--- src/rtl/ivl_uvm_rr_arbiter.sv ---
// ivl_uvm_rr_arbiter
//   Registered round-robin arbiter sharing one resource among NUM_REQ
//   requesters. The owner keeps the grant while it requests. It is forced
//   to rotate after MAX_HOLD consecutive cycles if someone else is waiting
//   (MAX_HOLD=0 disables the limit).
//
// Parameters
//   NUM_REQ   number of requesters (2..16)
//   MAX_HOLD  hold limit before forced rotation, 0 = unlimited
//   GW        width of gnt_id (derived, do not override)
// Ports
//   clk          rising-edge clock
//   rst_n        asynchronous active-low reset
//   req_vec      request level per requester
//   arb_gnt_vec  registered grant, one-hot or zero
//   gnt_valid    |arb_gnt_vec
//   gnt_id       index of current grantee, holds when no grant
//   preempt      pulse in the first cycle of a hold-limit rotation grant
//   hold_cnt     cycles the current grant has been held (saturating)
module ivl_uvm_rr_arbiter #(
    parameter int NUM_REQ  = 4,
    parameter int MAX_HOLD = 8,
    parameter int GW       = (NUM_REQ > 1) ? $clog2(NUM_REQ) : 1
) (
    input  logic               clk,
    input  logic               rst_n,
    input  logic [NUM_REQ-1:0] req_vec,
    output logic [NUM_REQ-1:0] arb_gnt_vec,
    output logic               gnt_valid,
    output logic [GW-1:0]      gnt_id,
    output logic               preempt,
    output logic [4:0]         hold_cnt
);

    typedef enum logic {IDLE, GRANT} state_t;

    localparam logic [4:0]    HOLD_SAT = (MAX_HOLD == 0) ? 5'd31 : 5'(MAX_HOLD);
    localparam logic [GW-1:0] LAST_RST = GW'(NUM_REQ - 1);

    state_t               state_q, state_d;
    logic [NUM_REQ-1:0]   gnt_q, gnt_d;
    logic [GW-1:0]        id_q, id_d;
    logic [GW-1:0]        last_q, last_d;
    logic [4:0]           hold_q, hold_d;
    logic                 pre_q, pre_d;
    logic [NUM_REQ-1:0]   others;
    logic [GW-1:0]        nxt;

    // First requesting index scanning start, start+1, ... modulo NUM_REQ.
    // start may equal NUM_REQ (o+1 with o at the top), so one wrap suffices.
    // Scanning offsets high-to-low lets the smallest offset win.
    function automatic logic [GW-1:0] find_next(input logic [NUM_REQ-1:0] req,
                                                input int start);
        logic [GW-1:0] idx;
        int j;
        idx = '0;
        for (int i = NUM_REQ - 1; i >= 0; i--) begin
            j = start + i;
            if (j >= NUM_REQ) j = j - NUM_REQ;
            if (j >= NUM_REQ) j = j - NUM_REQ;
            if (req[GW'(j)]) idx = GW'(j);
        end
        return idx;
    endfunction

    // State register
    always_ff @(posedge clk or negedge rst_n) begin
        if (!rst_n) begin
            state_q <= IDLE;
            gnt_q   <= '0;
            id_q    <= '0;
            last_q  <= LAST_RST;
            hold_q  <= '0;
            pre_q   <= 1'b0;
        end else begin
            state_q <= state_d;
            gnt_q   <= gnt_d;
            id_q    <= id_d;
            last_q  <= last_d;
            hold_q  <= hold_d;
            pre_q   <= pre_d;
        end
    end

    // Next-state logic
    always_comb begin
        state_d = state_q;
        gnt_d   = gnt_q;
        id_d    = id_q;
        last_d  = last_q;
        hold_d  = hold_q;
        pre_d   = 1'b0;
        nxt     = '0;
        // Pending requests other than the current owner.
        others  = req_vec & ~gnt_q;

        unique case (state_q)
            IDLE: begin
                if (|req_vec) begin
                    nxt     = find_next(req_vec, int'(last_q) + 1);
                    state_d = GRANT;
                    gnt_d   = NUM_REQ'(1) << nxt;
                    id_d    = nxt;
                    last_d  = nxt;
                    hold_d  = 5'd1;
                end
            end
            GRANT: begin
                if (!req_vec[id_q]) begin
                    if (|others) begin
                        // Direct handover, no idle cycle in between.
                        nxt    = find_next(req_vec, int'(id_q) + 1);
                        gnt_d  = NUM_REQ'(1) << nxt;
                        id_d   = nxt;
                        last_d = nxt;
                        hold_d = 5'd1;
                    end else begin
                        state_d = IDLE;
                        gnt_d   = '0;
                        hold_d  = 5'd0;
                    end
                end else if ((MAX_HOLD != 0) && (hold_q >= HOLD_SAT) && (|others)) begin
                    // Owner still requests, but a waiter exists, so the scan
                    // from o+1 reaches the waiter before wrapping back to o.
                    nxt    = find_next(req_vec, int'(id_q) + 1);
                    gnt_d  = NUM_REQ'(1) << nxt;
                    id_d   = nxt;
                    last_d = nxt;
                    hold_d = 5'd1;
                    pre_d  = 1'b1;
                end else begin
                    hold_d = (hold_q >= HOLD_SAT) ? HOLD_SAT : hold_q + 5'd1;
                end
            end
            default: state_d = IDLE;
        endcase
    end

    // Outputs (all driven straight from registers)
    always_comb begin
        arb_gnt_vec = gnt_q;
        gnt_valid   = |gnt_q;
        gnt_id      = id_q;
        preempt     = pre_q;
        hold_cnt    = hold_q;
    end

endmodule
--- config.mk ---
export PLATFORM = sky130hd
export DESIGN_NAME = ivl_uvm_rr_arbiter
export DESIGN_NICKNAME = d
export VERILOG_FILES = /design/src/rtl/ivl_uvm_rr_arbiter.sv
export SDC_FILE = /design/constraint.sdc
export NUM_CORES = 1
export LEC_CHECK = 0
export ABC_CLOCK_PERIOD_IN_PS = 2620
export BUFFER_PORTS_ARGS = -buffer_cell sky130_fd_sc_hd__buf_2
export CAP_MARGIN = 20
export CORE_MARGIN = 2
export CORE_UTILIZATION = 40
export DETAILED_ROUTE_END_ITERATION = 6
export PLACE_DENSITY = 0.61
export SKIP_CTS_REPAIR_TIMING = 1
export SYNTH_ARGS = -nofsm -noshare
export SYNTH_HDL_FRONTEND = slang
export SYNTH_SLANG_ARGS = --single-unit
--- constraint.sdc ---
create_clock -name clk -period 2.62 [get_ports clk]
set_clock_uncertainty 0.1 [all_clocks]
set_input_delay 0.262 -clock clk [delete_from_list [all_inputs] [get_ports clk]]
set_output_delay 0.262 -clock clk [all_outputs]
set_load 0.01 [all_outputs]
==> results of run 1 <==
## final cells by class
type                            instances  share of cell area
Clock buffer                            4              0.0228
Inverter                                4              0.0130
Multi-Input combinational cell         75               0.511
Sequential cell                        15               0.327
Tap cell                               30              0.0325
Timing Repair Buffer                   20              0.0932
## routing by layer
metal	part of all wire	wire, um	vias to the layer above	global-route usage
li1	-	-	399	-
met1	0.49	1010	383	0.241
met2	0.47	965	16	0.260
met3	0.036	74	2	0.0278
met4	0.0073	15	0	0.0750
met5	0	0	-	0
## synthesized netlist by cell type, types with 2 or more instances
cell type / instances
mux2_4: 2
ha_1: 2
nand2_1: 3
inv_1: 4
nor2b_1: 4
a21o_1: 2
or3b_1: 3
and2b_1: 2
a21oi_1: 6
a32o_1: 2
or2_2: 2
mux2_1: 2
nor2_1: 9
a31oi_1: 6
dfrtp_1: 13
nand2b_1: 6
clkbuf_1: 2
dfstp_2: 2
nand3b_1: 3
mux2i_1: 2
and2_4: 2
## cell families after synthesis
logic type | count (synthesis) | synth area share
fa+ha+maj | 2 | 0.0250
simple gates | 40 | 0.262
compound gates | 25 | 0.199
flops | 15 | 0.377
buf+inv | 7 | 0.0337
mux | 7 | 0.0949
xor+xnor | 1 | 0.00874
## sequential cells by signal, indices dropped and copies added (netlist names)
| signal | count |
|---|---|
| last_q | 2 |
| arb_gnt_vec | 4 |
| hold_cnt | 5 |
| gnt_id | 2 |
| state_q | 1 |
| preempt | 1 |
## cells in the final DEF, fill, tap and decap left out, drive strengths merged, types with 2 or more instances in the layout
| cell type | n |
|---|---|
| nand2b | 6 |
| or3b | 3 |
| mux2 | 4 |
| nor2 | 9 |
| buf | 19 |
| a21o | 2 |
| mux2i | 2 |
| ha | 2 |
| or2 | 2 |
| a32o | 2 |
| nand2 | 3 |
| o22a | 2 |
| a31oi | 6 |
| and2b | 2 |
| nand3b | 3 |
| and2 | 3 |
| dfrtp | 13 |
| nor2b | 4 |
| clkbuf | 4 |
| a21oi | 7 |
| inv | 4 |
| dfstp | 2 |
## power groups by stage
stage	sequential [mW]	clock, mW	combinational [mW]
floorplan	0.462	0	0.547
global route	0.495	0.158	0.803
CTS	0.476	0.146	0.718
detailed placement	0.480	0	0.712
global placement	0.472	0	0.711
finish	0.475	0.136	0.710
## worst reg2reg max path: stages (launching register included)
cell and delay (ns):
dfstp_2 0.59, mux2i_1 0.21, a2bb2oi_1 0.17, o21ai_0 0.21, mux2_1 0.37, mux2_4 0.27
## per-stage QoR
step | area [sq um] | power (mW)
finish | 1150 | 1.32
global route | 1150 | 1.46
CTS | 1140 | 1.34
detailed placement | 1120 | 1.19
global placement | 1120 | 1.18
floorplan | 1000 | 1.01
## how the worst min path moves through the flow
stage / from / end / slack, ns / depth (start not counted)
after floorplan: rst_n / arb_gnt_vec[0] / -0.13 / 0
after global placement: rst_n / arb_gnt_vec[2] / 0.09 / 1
after detailed placement: rst_n / arb_gnt_vec[2] / 0.09 / 1
after CTS: rst_n / arb_gnt_vec[3] / -0.24 / 1
after global routing: rst_n / arb_gnt_vec[0] / 0.31 / 2
final: rst_n / arb_gnt_vec[2] / 0.30 / 2
==> summary.md, run 1 <==
| Metric | Value |
|---|---|
| Status | `completed` |
| Endpoints failing hold | `0` |
| EDFF count, synth | `0` |
| FMAX | `0.496 GHz` |
| Largest cells by area after synthesis | `dfrtp_1 (32%), dfstp_2 (5.2%), a31oi_1 (3.7%)` |
| Worst-path maximum fanout | `6` |
| Clock Tree Buf Depth | `2` |
| DRC Markers | `0` |
| Net Sw Frac | `0.413` |
| Worst path depth | `5` |
| Final Max Tran Viols | `0` |
| Via count | `800` |
| Diodes inserted | `0` |
| WHS | `0.302 ns` |
| Final core occ | `0.475` |
| Core Area | `0.00243 sq mm` |
| Avg Synthesized Cell Area | `10.3 sq um` |
| Worst Tran Pin Value | `0.502 ns` |
| IO buf count | `18` |
| Synth top area share | `0.325` |
| Clock power frac | `0.103` |
| Final setup fails | `0` |
| Critical path's slowest cell | `dfstp_2` |
| Cells after Synth | `97` |
| WP buf/inv | `0` |
| DR WL/cell | `13.9 um` |
| Setup crit start | `last_q[1]` |
| Post-layout min period | `2.02 ns` |
| Setup ws final | `0.603 ns` |
| DRT Wirelength | `2.06 mm` |
| Final worst-path cycle share | `0.770` |
| Final #Nets | `127` |
| Leakage | `0.533 nW` |
| Worst setup endpoint | `gnt_id[0]` |
| Worst path cell trace | `mux2i_1, a2bb2oi_1, o21ai_0, mux2_1, mux2_4` |
| Effective utilization at floorplan | `0.412` |
| H-tree depth | `1` |
| Largest net degree at the start of global routing | `16` |
| DRT Pass-1 Iters | `4` |
| Slew HR | `0.662` |
| R2r startpoint | `last_q[1]` |
| Clock-pin slew on the worst setup and hold paths | `0.10 ns` |
| Post-synth ARST share | `1.00` |
| Reg2Reg Depth | `5` |
| CP Data Arrival Time | `2.10 ns` |
| Cell Count, Final, Fillers Out | `148` |
| Sequential cell area | `378 sq um` |
| Synthesized area | `0.00100 sq mm` |
| Startpoint types | `register` |
| Unrepaired setup endpoints after global routing | `no` |
| Antenna violations before repair | `0` |
| Critical Path RT | `2.70 ns` |
| Rows | `18` |
| Syn. warnings | `0` |
| CTS tree | `done` |
| Syn Nets | `105` |
| # IOs | `19` |
| Multi-input gate area | `591 sq um` |
| Clock net sink count | `15` |
| R2r setup slk | `0.60 ns` |
| CTS buffer count | `3` |
| TNS Setup | `0 ns` |
| Die ar. | `0.00292 sq mm` |
| Root Buffer | `clkbuf_4` |
| Layout cells sized above 1 | `0.305` |
| Seq cells post-synth | `15` |
| Hold/Removal Path Class | `in2async` |
| Reg-to-Reg End | `gnt_id[0]` |
| Vias/cell | `5.41` |
| Vias in the first global route | `772` |
| Iter 0 DRT Violations | `19` |
| Count of cell types in the netlist | `39` |
| Die X | `54.1 um` |
| Area Overhead vs Synth | `15.2%` |
| Top delay family on crit path | `multiplexers` |
| Global Route Usage Sum | `0.172` |
| Total net switching power | `0.545 mW` |
| Power per standard cell area | `1140 mW/mm^2` |
| First-pass GRT wire length | `3.54 mm` |
| Critical path type | `reg2reg` |
| Worst ir drop on vdd | `476 uV` |
| Internal | `0.776 mW` |
| Dpl hpwl | `1.51 mm` |
| Chip Height | `54.1 um` |
| Placed instance count | `143` |
| Seq pwr share | `0.359` |
| Fillers | `240` |
| Pre-CTS setup slack | `0.655 ns` |
| Critical Path Max Stage Delay | `0.59 ns` |
| Synth area leader | `dfrtp_1` |
| Clk Latency, worst-skew pair | `0.29 ns` |
| Max-cap violations | `0` |
| Post-synth top flop | `dfrtp_1` |
| GRT Residual Overflow | `0` |
| GPL Wtd Cong | `0.774` |
| Antenna Violating Nets Remaining | `0` |
| Seq/Total Area, Yosys | `0.377` |
| Combinational power share | `0.537` |
| Worst setup EP type | `register` |
(Power assumes the default switching activity.)
==> inputs of run 2 (changes only) <==
--- a/config.mk
+++ b/config.mk
@@ -5,7 +5,7 @@
 export SDC_FILE = /design/constraint.sdc
 export NUM_CORES = 1
 export LEC_CHECK = 0
-export ABC_CLOCK_PERIOD_IN_PS = 2620
+export ABC_CLOCK_PERIOD_IN_PS = 2000
 export BUFFER_PORTS_ARGS = -buffer_cell sky130_fd_sc_hd__buf_2
 export CAP_MARGIN = 20
 export CORE_MARGIN = 2
==> constraint.sdc (replaced) <==
create_clock -name clk -period 2 [get_ports clk]
set_clock_uncertainty 0.1 [all_clocks]
set_input_delay 0.2 -clock clk [delete_from_list [all_inputs] [get_ports clk]]
set_output_delay 0.2 -clock clk [all_outputs]
set_load 0.01 [all_outputs]
==> run 2 against run 1 <==
  * Combinational power rose by 44%
  * Die area did not move
  * Power rose by 35%
  * First-iteration DRC count fell by 53%
  * Critical endpoint unchanged
==> summary.md, run 2 (synthesized netlist as in run 1, its figures left out) <==
| Metric | Value |
|---|---|
| Status | `completed (unchanged)` |
| Leakage | `0.554 nW (was 0.533 nW)` |
| Diodes inserted | `0 (unchanged)` |
| Via count | `824 (was 800)` |
| Startpoint types | `register (unchanged)` |
| DR WL/cell | `13.9 um (about the same)` |
| Worst setup EP type | `register (unchanged)` |
| Area Overhead vs Synth | `18.4% (was 15.2%)` |
| Unrepaired setup endpoints after global routing | `no (unchanged)` |
| Seq pwr share | `0.327 (was 0.359)` |
| Net Sw Frac | `0.410 (was 0.413)` |
| Rows | `18 (unchanged)` |
| CTS buffer count | `3 (unchanged)` |
| Hold/Removal Path Class | `in2async (unchanged)` |
| Worst ir drop on vdd | `777 uV (was 476 uV)` |
| Max FFs per register | `5 (unchanged)` |
| Setup ws final | `0.0938 ns (was 0.603 ns)` |
| Final Max Tran Viols | `0 (unchanged)` |
| Largest net degree at the start of global routing | `16 (unchanged)` |
| Iter 0 DRT Violations | `9 (was 19)` |
| Final setup fails | `0 (unchanged)` |
| Clock net sink count | `15 (unchanged)` |
| Pre-CTS setup slack | `0.0247 ns (was 0.655 ns)` |
| Dpl hpwl | `1.64 mm (was 1.51 mm)` |
| GPL Wtd Cong | `0.815 (was 0.774)` |
| Power per standard cell area | `1500 mW/mm^2 (was 1140 mW/mm^2)` |
| Clock power frac | `0.100 (was 0.103)` |
| Clk Latency, worst-skew pair | `0.28 ns (was 0.29 ns)` |
| IO buf count | `18 (unchanged)` |
| Critical path type | `reg2reg (unchanged)` |
| Layout cells sized above 1 | `0.336 (was 0.305)` |
| Reg2Reg Depth | `5 (unchanged)` |
| Die X | `54.1 um (unchanged)` |
| Chip Height | `54.1 um (unchanged)` |
| Clock Tree Buf Depth | `2 (unchanged)` |
| Placed instance count | `147 (was 143)` |
| Final #Nets | `131 (was 127)` |
| Core Area | `0.00243 sq mm (unchanged)` |
| DRT Wirelength | `2.11 mm (was 2.06 mm)` |
| DRT Pass-1 Iters | `4 (unchanged)` |
| Root Buffer | `clkbuf_4 (unchanged)` |
| Clock-pin slew on the worst setup and hold paths | `0.10 ns (about the same)` |
| GRT Residual Overflow | `0 (unchanged)` |
| CP Data Arrival Time | `1.98 ns (was 2.10 ns)` |
| Internal | `1.05 mW (was 0.776 mW)` |
| Global Route Usage Sum | `0.165 (was 0.172)` |
| Endpoints failing hold | `0 (unchanged)` |
| Worst-path maximum fanout | `6 (unchanged)` |
| Most common cell after layout, fill and taps aside | `buf_2 (unchanged)` |
| Post-layout min period | `1.91 ns (was 2.02 ns)` |
| Max-cap violations | `0 (unchanged)` |
| Die ar. | `0.00292 sq mm (unchanged)` |
| Combinational power share | `0.573 (was 0.537)` |
| FMAX | `0.525 GHz (was 0.496 GHz)` |
| CTS tree | `done (unchanged)` |
| Antenna violations before repair | `0 (unchanged)` |
| H-tree depth | `1 (unchanged)` |
| First-pass GRT wire length | `3.41 mm (was 3.54 mm)` |
| Design area | `0.00119 sq mm (was 0.00115 sq mm)` |
| Vias/cell | `5.42 (was 5.41)` |
| Effective utilization at floorplan | `0.412 (unchanged)` |
| DRC Markers | `0 (unchanged)` |
| # IOs | `19 (unchanged)` |
| Slew HR | `0.718 (was 0.662)` |
| Critical Path RT | `2.08 ns (was 2.70 ns)` |
| Worst Tran Pin Value | `0.418 ns (was 0.502 ns)` |
| Dpl cell area | `0.00115 sq mm (was 0.00112 sq mm)` |
| Final worst-path cycle share | `0.953 (was 0.770)` |
| WHS | `0.244 ns (was 0.302 ns)` |
| Vias in the first global route | `762 (was 772)` |
| Cell Count, Final, Fillers Out | `152 (was 148)` |
| Total net switching power | `0.730 mW (was 0.545 mW)` |
| TNS Setup | `0 ns (unchanged)` |
| Most frequent cells in the layout | `buf_2 (18), dfrtp_1 (13), nor2_1 (9) (unchanged)` |
| Fillers | `246 (was 240)` |
| Antenna Violating Nets Remaining | `0 (unchanged)` |
## run 2: worst max-delay path, cell delays in order (launching register included)
cell,delay (ns)
dfstp_2,0.58
mux2i_1,0.20
a2bb2oi_1,0.17
o21ai_1,0.15
mux2_1,0.33
mux2_4,0.27
## run 2: layout make-up
class                           count  area (sq um)  share of cell area
Clock buffer                        3          22.5              0.0190
Clock inverter                      1          5.00             0.00422
Inverter                            4          15.0              0.0127
Multi-Input combinational cell     75           591               0.498
Sequential cell                    15           378               0.319
Tap cell                           30          37.5              0.0316
Timing Repair Buffer               24           138               0.116
## run 2: per-stage QoR
| step | total power, mW | utilization |
|---|---|---|
| 2_1_floorplan | 1.32 | - |
| 4_1_cts | 1.80 | 0.484 |
| 3_5_place_dp | 1.62 | 0.472 |
| 3_3_place_gp | 1.59 | 0.472 |
| 5_1_grt | 1.94 | 0.488 |
| 6_report | 1.78 | 0.488 |
## run 2: path summary, 6_finish.rpt
path	start	end	slack [ns]
worst min-delay path	rst_n	preempt	0.24
worst min register to register	last_q[1]	last_q[1]	0.43
min in group clk	req_vec[3]	arb_gnt_vec[3]	0.39
worst max-delay path	last_q[1]	gnt_id[0]	0.09
worst max register to register	last_q[1]	gnt_id[0]	0.09
max in group asynchronous	rst_n	last_q[1]	1.25
## run 2: metal layers
metal | GRT usage | vias to the layer above | wire length, um | share of wire
li1 | - | 406 | - | -
met5 | 0 | - | 0 | 0
met1 | 0.218 | 404 | 997 | 0.47
met2 | 0.268 | 12 | 1030 | 0.49
met4 | 0.0625 | 0 | 15 | 0.0071
met3 | 0.0278 | 2 | 63 | 0.030
## run 2: power by group through the flow
stage	combinational, mW	sequential, mW	clock, mW
6_report	1.02	0.582	0.178
5_1_grt	1.14	0.603	0.198
4_1_cts	1.03	0.583	0.183
3_5_place_dp	1.03	0.589	0
3_3_place_gp	1.01	0.582	0
2_1_floorplan	0.717	0.606	0
